`config.mk`:
```
export PLATFORM = sky130hd
export DESIGN_NAME = ssd_scan_decoder
export DESIGN_NICKNAME = d
export VERILOG_FILES = /design/src/rtl/ssd_scan_decoder.sv
export SDC_FILE = /design/constraint.sdc
export NUM_CORES = 1
export LEC_CHECK = 0
export BUFFER_PORTS_ARGS = -buffer_cell sky130_fd_sc_hd__buf_2
export CAP_MARGIN = 20
export CORE_MARGIN = 5
export CORE_UTILIZATION = 64
export CTS_CLUSTER_SIZE = 8
export DETAILED_ROUTE_END_ITERATION = 6
export PLACE_DENSITY = 0.85
export SYNTH_ARGS = -nofsm -noshare
export SYNTH_HDL_FRONTEND = slang
export SYNTH_SLANG_ARGS = --single-unit
```
`constraint.sdc`:
```
create_clock -name Clk -period 3.98 [get_ports Clk]
set_input_delay 0.199 -clock Clk [delete_from_list [all_inputs] [get_ports Clk]]
set_output_delay 0.199 -clock Clk [all_outputs]
set_load 0.1 [all_outputs]
```
`src/rtl/ssd_scan_decoder.sv`:
```
// Receive side of the multiplexed 4-digit seven-segment scan: rebuilds the
// displayed hex digits and dot points from the shared anode/cathode nets.
module ssd_scan_decoder #(
    parameter int STABLE_CYCLES = 16,
    parameter int TIMEOUT_BITS  = 22
) (
    input  logic        Clk,
    input  logic        Reset_n,
    input  logic [3:0]  An,
    input  logic [7:0]  Cath,
    output logic [15:0] Digits,
    output logic [3:0]  DpOut,
    output logic [3:0]  DigitValid,
    output logic        FrameDone,
    output logic        BadCode,
    output logic        AnErr,
    output logic        NoScan
);

    localparam int CW = (STABLE_CYCLES > 2) ? $clog2(STABLE_CYCLES) : 1;
    localparam logic [CW-1:0] CNT_MAX = CW'(STABLE_CYCLES - 1);

    typedef enum logic [1:0] {
        S_WAIT    = 2'd0,
        S_CAPTURE = 2'd1,
        S_HOLD    = 2'd2
    } state_t;

    // Returns {legal, value}; the segment field is abcdefg with 0 = lit.
    function automatic logic [4:0] glyph_decode(input logic [6:0] seg);
        case (seg)
            7'b0000001: glyph_decode = {1'b1, 4'h0};
            7'b1001111: glyph_decode = {1'b1, 4'h1};
            7'b0010010: glyph_decode = {1'b1, 4'h2};
            7'b0000110: glyph_decode = {1'b1, 4'h3};
            7'b1001100: glyph_decode = {1'b1, 4'h4};
            7'b0100100: glyph_decode = {1'b1, 4'h5};
            7'b0100000: glyph_decode = {1'b1, 4'h6};
            7'b0001111: glyph_decode = {1'b1, 4'h7};
            7'b0000000: glyph_decode = {1'b1, 4'h8};
            7'b0000100: glyph_decode = {1'b1, 4'h9};
            7'b0001000: glyph_decode = {1'b1, 4'hA};
            7'b1100000: glyph_decode = {1'b1, 4'hB};
            7'b0110001: glyph_decode = {1'b1, 4'hC};
            7'b1000010: glyph_decode = {1'b1, 4'hD};
            7'b0110000: glyph_decode = {1'b1, 4'hE};
            7'b0111000: glyph_decode = {1'b1, 4'hF};
            default:    glyph_decode = {1'b0, 4'h0};
        endcase
    endfunction

    logic [11:0]             sync1_r, sync2_r, cap_r;
    logic [CW-1:0]           cnt_r;
    state_t                  state_r;
    logic [3:0]              seen_r;
    logic [TIMEOUT_BITS-1:0] wd_r;

    logic [3:0] low_s, seen_next_s;
    logic [1:0] pos_s;
    logic       onehot_s, multi_s, all_off_s, capture_s, onehot_cap_s;
    logic [4:0] dec_s;

    // Two-flop synchronizer and run-length counter of the synchronized sample.
    // The counter looks one stage ahead so it clears on the same edge the sample changes.
    always_ff @(posedge Clk or negedge Reset_n) begin
        if (!Reset_n) begin
            sync1_r <= 12'd0;
            sync2_r <= 12'd0;
            cnt_r   <= '0;
        end else begin
            sync1_r <= {An, Cath};
            sync2_r <= sync1_r;
            if (sync1_r != sync2_r) begin
                cnt_r <= '0;
            end else if (cnt_r != CNT_MAX) begin
                cnt_r <= cnt_r + CW'(1);
            end else begin
                cnt_r <= cnt_r;
            end
        end
    end

    // Classify the latched slot: anode population, position and glyph.
    always_comb begin
        low_s     = ~cap_r[11:8];
        onehot_s  = 1'b0;
        multi_s   = 1'b0;
        pos_s     = 2'd0;
        case (low_s)
            4'b0000: onehot_s = 1'b0;
            4'b0001: begin onehot_s = 1'b1; pos_s = 2'd0; end
            4'b0010: begin onehot_s = 1'b1; pos_s = 2'd1; end
            4'b0100: begin onehot_s = 1'b1; pos_s = 2'd2; end
            4'b1000: begin onehot_s = 1'b1; pos_s = 2'd3; end
            default: multi_s = 1'b1;
        endcase
        dec_s        = glyph_decode(cap_r[7:1]);
        all_off_s    = (cap_r[7:1] == 7'h7F);
        capture_s    = (state_r == S_CAPTURE);
        onehot_cap_s = capture_s & onehot_s;
        if (onehot_cap_s) begin
            seen_next_s = seen_r | (4'b0001 << pos_s);
        end else begin
            seen_next_s = seen_r;
        end
    end

    // Slot FSM, digit/flag update and no-scan watchdog.
    always_ff @(posedge Clk or negedge Reset_n) begin
        if (!Reset_n) begin
            state_r    <= S_WAIT;
            cap_r      <= 12'd0;
            seen_r     <= 4'd0;
            wd_r       <= '0;
            Digits     <= 16'd0;
            DpOut      <= 4'd0;
            DigitValid <= 4'd0;
            FrameDone  <= 1'b0;
            BadCode    <= 1'b0;
            AnErr      <= 1'b0;
            NoScan     <= 1'b0;
        end else begin
            FrameDone <= 1'b0;
            BadCode   <= 1'b0;
            case (state_r)
                S_WAIT: begin
                    if (cnt_r == CNT_MAX) begin
                        cap_r   <= sync2_r;
                        state_r <= S_CAPTURE;
                    end else begin
                        state_r <= S_WAIT;
                    end
                end
                S_CAPTURE: state_r <= S_HOLD;
                S_HOLD: begin
                    if (sync2_r != cap_r) begin
                        state_r <= S_WAIT;
                    end else begin
                        state_r <= S_HOLD;
                    end
                end
                default: state_r <= S_WAIT;
            endcase

            if (capture_s && multi_s) begin
                AnErr <= 1'b1;
            end else if (onehot_cap_s) begin
                if (all_off_s) begin
                    DigitValid[pos_s] <= 1'b0;
                end else if (dec_s[4]) begin
                    Digits[{pos_s, 2'b00} +: 4] <= dec_s[3:0];
                    DigitValid[pos_s]           <= 1'b1;
                    DpOut[pos_s]                <= ~cap_r[0];
                end else begin
                    BadCode           <= 1'b1;
                    DigitValid[pos_s] <= 1'b0;
                    DpOut[pos_s]      <= ~cap_r[0];
                end
                if (seen_next_s == 4'b1111) begin
                    seen_r    <= 4'b0000;
                    FrameDone <= 1'b1;
                end else begin
                    seen_r <= seen_next_s;
                end
            end else begin
                seen_r <= seen_r;
            end

            // A real capture always wins over expiry on the same edge.
            if (onehot_cap_s) begin
                wd_r   <= '0;
                NoScan <= 1'b0;
            end else if (wd_r == {TIMEOUT_BITS{1'b1}}) begin
                NoScan     <= 1'b1;
                DigitValid <= 4'b0000;
            end else begin
                wd_r <= wd_r + TIMEOUT_BITS'(1);
            end
        end
    end

endmodule

```
==> results of run 1 <==
[per-stage QoR]
stage	hold WS, ns	cell area, sq um	setup slack, ns	utilization	instances
after floorplan	-0.0966	4760	2.05	-	455
after global placement	0.306	4960	1.86	0.683	573
after CTS	0.398	5300	1.67	0.730	600
after global routing	0.403	5300	1.41	0.730	600
after detailed placement	0.308	4960	1.73	0.683	573
final	0.397	5300	1.66	0.730	600
[power breakdown]
part | internal, mW | switching (mW)
Combinational | 0.0222 | 0.0268
Clock | 0.365 | 0.315
Sequential | 0.987 | 0.0121
[kinds of logic (layout without fill, tap and decap cells)]
logic type / count (synthesis) / in the layout / share of synthesized area
AND/OR/NAND/NOR: 182 / 182 / 0.215
buffers and inverters: 42 / 88 / 0.0455
adder cells (fa/ha/maj): 11 / 11 / 0.0284
flip-flops: 96 / 96 / 0.505
multiplexers: 10 / 10 / 0.0210
XOR/XNOR: 37 / 37 / 0.0681
AO/OA/AOI/OAI: 77 / 77 / 0.117
[worst max path at each step]
| stage | slack (ns) | endpoint | from | depth (start not counted) |
|---|---|---|---|---|
| 2_1_floorplan | 2.05 | Digits[7]$_DFFE_PN0P_ | cap_r[11]$_DFFE_PN0P_ | 8 |
| 3_3_place_gp | 1.86 | Digits[15]$_DFFE_PN0P_ | cap_r[11]$_DFFE_PN0P_ | 7 |
| 3_5_place_dp | 1.73 | seen_r[3]$_DFFE_PN0P_ | cap_r[11]$_DFFE_PN0P_ | 7 |
| 4_1_cts | 1.67 | seen_r[3]$_DFFE_PN0P_ | cap_r[11]$_DFFE_PN0P_ | 7 |
| 5_1_grt | 1.41 | seen_r[2]$_DFFE_PN0P_ | cap_r[11]$_DFFE_PN0P_ | 7 |
| 6_report | 1.66 | seen_r[1]$_DFFE_PN0P_ | cap_r[11]$_DFFE_PN0P_ | 7 |
[layout make-up]
| cell class | instances | share of cell area |
|---|---|---|
| clock buffers | 11 | 0.0267 |
| multi-input cells | 317 | 0.404 |
| inverters | 18 | 0.0128 |
| repair buffers | 56 | 0.0666 |
| well taps | 99 | 0.0234 |
| clock inverters | 3 | 0.0128 |
| flip-flops and latches | 96 | 0.454 |
[Yosys cell counts (all sizes together) (11+ instances only)]
cell type,number,area share
xor2,26,0.048
nand3,25,0.029
o21ai,17,0.019
nor2,27,0.021
nand2,49,0.039
a21oi,16,0.017
xnor2,11,0.020
nor3,12,0.015
inv,18,0.014
buf,19,0.027
dfrtp,96,0.50
[state kept, by name (all words and copies together) (netlist names), 2 cells and up]
register	cells
cnt_r	4
sync1_r	12
DigitValid	4
wd_r	22
state_r	2
cap_r	12
seen_r	4
DpOut	4
Digits	16
sync2_r	12
[per-layer routing]
metal / GRT usage / wire (microns)
met5: 0 / 0
met4: 0.0652 / 139
met3: 0.0618 / 460
met2: 0.378 / 4720
met1: 0.299 / 4210
[worst max-delay path, stage by stage (launching register included)]
cell	delay, ns
dfrtp_1	0.54
xor2_1	0.20
nand3_1	0.22
inv_1	0.26
ha_1	0.28
o22ai_1	0.11
nor3_1	0.49
nor2_1	0.12
[what timing repair did]
item,CTS,global route
hold endpoints to repair,75,0
hold buffers,13,0
buffers inserted,0,0
[cell usage in the layout (no fill, tap or decap), drive strengths merged, types with 5 or more instances in the layout]
cell type    instances
nor4                 7
clkbuf              11
mux2i               10
nand3               25
buf                 43
dlygate4sd3         13
xnor2               11
nor2                27
xor2                26
a22o                 7
and3                 8
nand2               49
a21oi               16
and2                 6
nand4                9
a211oi               5
dfrtp               96
o22ai               10
and4                 9
inv                 18
or3                  6
ha                  10
nor3                12
o21ai               17
==> impl_metrics.yaml, run 1 <==
die:
  rows: 31
  start_util: 0.656
  dieHeight_microns: 96.2
  core_area_sq_um: 7250
  die_w_microns: 96.2
  ioPinCount: 42
  dieArea_sq_um: 9260
finish:
  nets: 522
  multi_input_area_sq_um: 2140
  area_growth_pct: 11.3
  drive_gt1_frac: 0.142
  fillerInstances: 516
  diodes: 0
  seqCellArea_sq_um: 2400
sta:
  hold_viol: 0
  slew_violations: 0
  slew-limit-headroom: 0.487
  setup_viol: 0
  tightest_slew_ns: 0.769
  fmax_mhz: 432
  rsz0062_at_grt: "no"
  min_period_ns: 2.32
  fin_crit_sh: 0.582
  fin_tns_setup_ns: 0
  finClkSkew_ns: 0.00927
placement:
  port_buffers: 41
  gp_congestion: 0.885
  hpwl_microns: 6610
clocking:
  cts-resized-gates: 0
  cts_tree: "built"
  clkLatencyLatePin_ns: 0.36
  cts_made_buffers: 9
  cts.clk_slew.worst_paths_ns: 0.09
  clock_path_buffers: 2
  cts-root-buf: "clkbuf_8"
  clkSinkCount: 96
  ctsHtreeMaxLevel: 3
hold_path:
  min-delay-start: "sync1_r[4]$_DFF_PN0_"
  hold_end: "sync2_r[4]$_DFF_PN0_"
  whs_path_depth: 0
  hold_path.class: "flip-flop to flip-flop"
critical_path:
  critPathKind: "flip-flop to flip-flop"
  crit_path_end_kind: "flip-flop"
  cp_max_fo: 8
  crit_required_ns: 4.21
  critPathArrivalTime_ns: 2.55
  reg2reg_depth: 7
  r2r_start: "cap_r[11]$_DFFE_PN0P_"
  worst_setup_path_start_kind: "flip-flop"
  rr_endpoint: "seen_r[1]$_DFFE_PN0P_"
  rrSetupSlack_ns: 1.66
power_and_ir_drop:
  ir_worst_vdd_mv: 0.303
  p_leak_nw: 2.57
  power.density_nw_per_um2: 326
  total_power_mw: 1.73
yosys:
  syn_area_sq_um: 4760
  yosysUniqueCellTypes: 59
  seq_area_frac_synth: 0.505
  synth_edf_count: 0
  synth.avg_cell_area_sq_um: 10.5
  synthFlopType: "dfrtp_1"
  synth.net_count: 479
  async_flop_share: 1.00
  yosys_warnings: 0
  ys_seq_elements: 96
  synth_cells: 455
routing:
  drc: 0
  viasPerCell: 5.99
  finalWirelength_microns: 9530
  wl_per_cell_microns: 15.9
  drtPass1Iterations: 6
  drtIter0Drc: 203
  drtAntennaViolNets: 0
  vias: 3591
global_routing:
  grt.total_usage: 0.230
  grt_max_degree: 65
  antenna_found_initial: 0
  grt_pass1_vias: 3439
  grt_overflow: 0
  grt_pass1_wl_microns: 16500
status:
  status: "completed"
flow_run:
  maxCapViolCount: 0
(Power assumes the default switching activity.)
==> run 2, diff against run 1 <==
- CORE_UTILIZATION: 64 -> 59
- PLACE_DENSITY: 0.85 -> 0.79
- clock period: 3.98 -> 2.35 ns (I/O delays scaled with it)
==> run 2 against run 1 <==
Against the previous run:
- fmax grew 6.3%
- sequential cell count did not move
- critical path depth decreased by 1
- global-route usage shrank 2.2 points
- non-clock buffer count rose by 10
- first-iteration DRC count increased by 4.9%
- sequential power up 69%
- design area is 1.3% higher
- clock-buffer cell count stayed put
- via count is 0.75% higher
- hold slack got worse by 0.10 ns
==> impl_metrics.yaml, run 2 (synthesis results as in run 1) <==
status:
  status: "completed"
critical_path:
  startpoint: "cap_r[9]$_DFFE_PN0P_"
  rr_endpoint: "Digits[7]$_DFFE_PN0P_"
  rrSetupSlack_ns: 0.17
  crit_family: "simple AND/OR/NAND/NOR gates"
  critPathKind: "flip-flop to flip-flop"
  endpoint: "Digits[7]$_DFFE_PN0P_"
  cp_num_buf_inv: 0
  reg2reg_depth: 6
  critPathArrivalTime_ns: 2.45
  worst_setup_path_start_kind: "flip-flop"
  crit_required_ns: 2.62
  r2r_start: "cap_r[9]$_DFFE_PN0P_"
  worst_path_max_delay_cell: "dfrtp_1"
  timing.critical_path.mode_cell: "nand3_1"
  max_stage_delay_ns: 0.52
  cp_cell_sequence: "xor2_1 > nand3_1 > ha_1 > nand3_1 > or4_4 > o22ai_1"
  cp_max_fo: 8
  worst-path-stages: 6
  crit_path_end_kind: "flip-flop"
clocking:
  cts_setup_buffers: 0
  cts_tree: "built"
  clock_path_buffers: 2
  cts.clk_slew.worst_paths_ns: 0.09
  cts_made_buffers: 9
  clkSinkCount: 96
  clkLatencyLatePin_ns: 0.36
  cts-root-buf: "clkbuf_8"
  ctsHtreeMaxLevel: 3
finish:
  multi_input_area_sq_um: 2140
  fillerInstances: 603
  nets: 532
  diodes: 0
  stdcell_area_sq_um: 5370
  area_growth_pct: 12.8
  regMostFlops: "wd_r"
  reg_top3: "wd_r x22, Digits x16"
  largest_reg_flops: 22
  final_common_cell: "dfrtp_1"
  drive_gt1_frac: 0.168
  fin_cells: 615
  seqCellArea_sq_um: 2400
  final_cell_mix: "95 x dfrtp_1, 49 x nand2_1, 40 x buf_2, 27 x nor2_1, 26 x xor2_1"
routing:
  finalWirelength_microns: 9610
  drtAntennaViolNets: 0
  vias: 3618
  wl_per_cell_microns: 15.6
  drtIter0Drc: 213
  drtPass1Iterations: 4
  drc: 0
  viasPerCell: 5.88
global_routing:
  grt_max_degree: 52
  grt.total_usage: 0.208
  grt_pass1_vias: 3529
  antenna_found_initial: 0
  grt_pass1_wl_microns: 16900
  grt_overflow: 0
placement:
  gp_congestion: 0.851
  dp_cells: 586
  hpwl_microns: 6830
  port_buffers: 41
  placed_area_sq_um: 5050
flow_run:
  maxCapViolCount: 0
hold_path:
  hold_path.class: "input port to async pin"
sta:
  tightest_slew_ns: 0.587
  fin_tns_setup_ns: 0
  hold_viol: 0
  setup_viol: 0
  slew_violations: 0
  min_period_ns: 2.18
  fin_crit_sh: 0.927
  rsz0062_at_grt: "no"
  finClkSkew_ns: 0.0142
  fmax_mhz: 459
  slew-limit-headroom: 0.609
die:
  start_util: 0.609
  die_w_microns: 99.8
  rows: 32
  ioPinCount: 42
  dieHeight_microns: 99.8
  dieArea_sq_um: 9960
  core_area_sq_um: 7810
power_and_ir_drop:
  ir_worst_vdd_mv: 0.511
  p_leak_nw: 2.62
  power.density_nw_per_um2: 516
==> run 2: area by class of cell <==
type,count,share of cell area
Inverter,18,0.0126
Tap cell,102,0.0238
Clock inverter,5,0.00769
Timing Repair Buffer,66,0.0821
Multi-Input combinational cell,317,0.400
Clock buffer,11,0.0263
Sequential cell,96,0.448
==> run 2: metrics by stage <==
stage | util | setup slack [ns] | hold slack (ns) | power (mW)
finish | 0.687 | 0.171 | 0.297 | 2.77
global route | 0.687 | 0.0346 | 0.370 | 2.88
CTS | 0.687 | 0.104 | 0.317 | 2.79
detailed placement | 0.646 | 0.150 | 0.152 | 1.80
global placement | 0.646 | 0.287 | 0.147 | 1.79
floorplan | - | 0.422 | -0.178 | 1.74
==> run 2: where the power goes <==
group          switching (mW)  internal (mW)  total [mW]  leakage [nW]
registers              0.0203           1.67        1.69          1.27
clock network           0.565          0.423       0.988        0.0914
logic                  0.0473         0.0400      0.0873          1.25
==> run 2: worst min path at each step <==
stage                                       end  cells past startpoint  startpoint
final                     Digits[8]$_DFFE_PN0P_                      2     Reset_n
after global routing      Digits[8]$_DFFE_PN0P_                      2     Reset_n
after CTS                 Digits[8]$_DFFE_PN0P_                      2     Reset_n
after detailed placement  Digits[8]$_DFFE_PN0P_                      1     Reset_n
after global placement    Digits[3]$_DFFE_PN0P_                      1     Reset_n
after floorplan               AnErr$_DFFE_PN0P_                      0     Reset_n
==> run 2: what timing repair did <==
| item | CTS | global route |
|---|---|---|
| hold buffers | 13 | 0 |
| setup endpoints to repair | 0 | 8 |
| resized for setup | 0 | 3 |
| hold endpoints to repair | 57 | 0 |
==> run 2: routing by layer <==
| layer | part of all wire | wire (microns) | GRT usage |
|---|---|---|---|
| met4 | 0.016 | 153 | 0.0714 |
| met5 | 0 | 0 | 0 |
| met2 | 0.49 | 4660 | 0.339 |
| met3 | 0.051 | 492 | 0.0334 |
| met1 | 0.45 | 4300 | 0.285 |
==> run 3, diff against run 2 <==
- CELL_PAD_IN_SITES_DETAIL_PLACEMENT: unset -> 1
- CELL_PAD_IN_SITES_GLOBAL_PLACEMENT: unset -> 1
- CORE_UTILIZATION: 59 -> 45
- PLACE_DENSITY: 0.79 -> unset
- PLACE_DENSITY_LB_ADDON: unset -> 0.1
==> run 3 against run 2 <==
Against the previous run:
- global-route usage down 2.7 points
- core utilization down 16 points
- critical path depth up 1
- clock skew down 0.0064 ns
- largest power group unchanged
- die area up 28%
- power up 1.2%
- clock-buffer cell count down 2
- critical path type unchanged
- combinational power up 0.6%
- sequential power about the same
- final cell count up 5.5%
- sequential cell count unchanged
==> impl_metrics.yaml, run 3 (synthesis results as in run 1) <==
placement:
  hpwl_microns: 7650
  dp_slack_ns: 0.0826
  gp_congestion: 0.823
  placed_area_sq_um: 5090
  port_buffers: 41
  dp_cells: 620
hold_path:
  hold_path.class: "input port to async pin"
routing:
  drtIter0Drc: 153
  drtAntennaViolNets: 0
  vias: 3556
  drc: 0
  viasPerCell: 5.48
  drtPass1Iterations: 5
  wl_per_cell_microns: 16.3
  finalWirelength_microns: 10600
critical_path:
  cp_num_buf_inv: 1
  critPathArrivalTime_ns: 2.46
  critPathKind: "flip-flop to flip-flop"
  startpoint: "cap_r[11]$_DFFE_PN0P_"
  cp_max_fo: 8
  cp_cell_sequence: "xor2_1 > nand3_1 > inv_1 > ha_1 > nand3_1 > or4_4 > o22ai_1"
  max_stage_delay_ns: 0.54
  rr_endpoint: "Digits[7]$_DFFE_PN0P_"
  worst_setup_path_start_kind: "flip-flop"
  reg2reg_depth: 7
  timing.critical_path.mode_cell: "nand3_1"
  crit_path_end_kind: "flip-flop"
  endpoint: "Digits[7]$_DFFE_PN0P_"
  rrSetupSlack_ns: 0.19
  r2r_start: "cap_r[11]$_DFFE_PN0P_"
  crit_family: "simple AND/OR/NAND/NOR gates"
  worst_path_max_delay_cell: "dfrtp_1"
  worst-path-stages: 7
  crit_required_ns: 2.65
die:
  core_area_sq_um: 10300
  rows: 37
  ioPinCount: 42
  dieArea_sq_um: 12700
  start_util: 0.461
  dieHeight_microns: 113
  die_w_microns: 113
finish:
  area_growth_pct: 13.8
  diodes: 0
  reg_top3: "wd_r x22, Digits x16"
  nets: 532
  fin_cells: 649
  final_cell_mix: "96 x dfrtp_1, 49 x nand2_1, 40 x buf_2, 27 x nor2_1, 26 x xor2_1"
  largest_reg_flops: 22
  fillerInstances: 1163
  regMostFlops: "wd_r"
  stdcell_area_sq_um: 5410
  drive_gt1_frac: 0.170
  utilization: 0.524
  final_common_cell: "dfrtp_1"
clocking:
  cts_setup_buffers: 0
  cts_tree: "built"
  clock_path_buffers: 2
  cts-root-buf: "clkbuf_8"
  cts_made_buffers: 9
  ctsHtreeMaxLevel: 3
  clkSinkCount: 96
  clkLatencyLatePin_ns: 0.37
  cts.clk_slew.worst_paths_ns: 0.10
sta:
  finClkSkew_ns: 0.00776
  setup_ws_ns: 0.188
  fin_tns_setup_ns: 0
  rsz0062_at_grt: "no"
  whs_ns: 0.262
  hold_viol: 0
  slew-limit-headroom: 0.576
  slew_violations: 0
  tightest_slew_ns: 0.636
  fmax_mhz: 462
  setup_viol: 0
  fin_crit_sh: 0.920
  min_period_ns: 2.16
power_and_ir_drop:
  p_leak_nw: 2.61
  ir_worst_vdd_mv: 0.414
  total_power_mw: 2.80
  power.density_nw_per_um2: 517
global_routing:
  antenna_found_initial: 0
  grt.total_usage: 0.181
  grt_pass1_vias: 3787
  grt_overflow: 0
  grt_max_degree: 57
  grt_pass1_wl_microns: 19000
status:
  status: "completed"
flow_run:
  maxCapViolCount: 0
## run 3: cell types whose count changed in the layout (fill, tap and decap cells not counted), sizes merged
cell      before  now
clkinvlp       1    3
clkbuf        11    9
inv           19   20
clkinv         3    2
## run 3: per-layer routing
layer  vias up  track usage  routed length, microns
met4         0       0.0337                      77
met2        55        0.292                    5000
met1      1756        0.254                    5160
met3         8       0.0396                     363
met5         -            0                       0
li1       1737            -                       -
## run 3: what timing repair did
action,CTS,global route
resized for setup,0,3
hold buffers,13,0
endpoints found under the setup margin,0,13
hold endpoints to repair,52,0
## run 3: layout make-up
class | count | area [sq um] | share of cell area
tap | 136 | 170 | 0.0314
sequential | 96 | 2400 | 0.444
inverter | 18 | 67.6 | 0.0125
timing repair buffer | 66 | 440 | 0.0813
clock buffer | 9 | 124 | 0.0229
multi-input combinational | 317 | 2150 | 0.398
clock inverter | 7 | 56.3 | 0.0104
## run 3: power breakdown
part / switching (mW) / internal, mW
Sequential: 0.0204 / 1.67
Clock: 0.626 / 0.396
Combinational: 0.0478 / 0.0399
## run 3: worst min path at each step
stage | start | to | slack (ns)
after floorplan | Reset_n | AnErr$_DFFE_PN0P_ | -0.18
after global placement | Reset_n | Digits[3]$_DFFE_PN0P_ | 0.13
after detailed placement | Reset_n | Digits[3]$_DFFE_PN0P_ | 0.14
after CTS | Reset_n | Digits[3]$_DFFE_PN0P_ | 0.27
after global routing | Reset_n | Digits[3]$_DFFE_PN0P_ | 0.32
final | Reset_n | Digits[3]$_DFFE_PN0P_ | 0.26
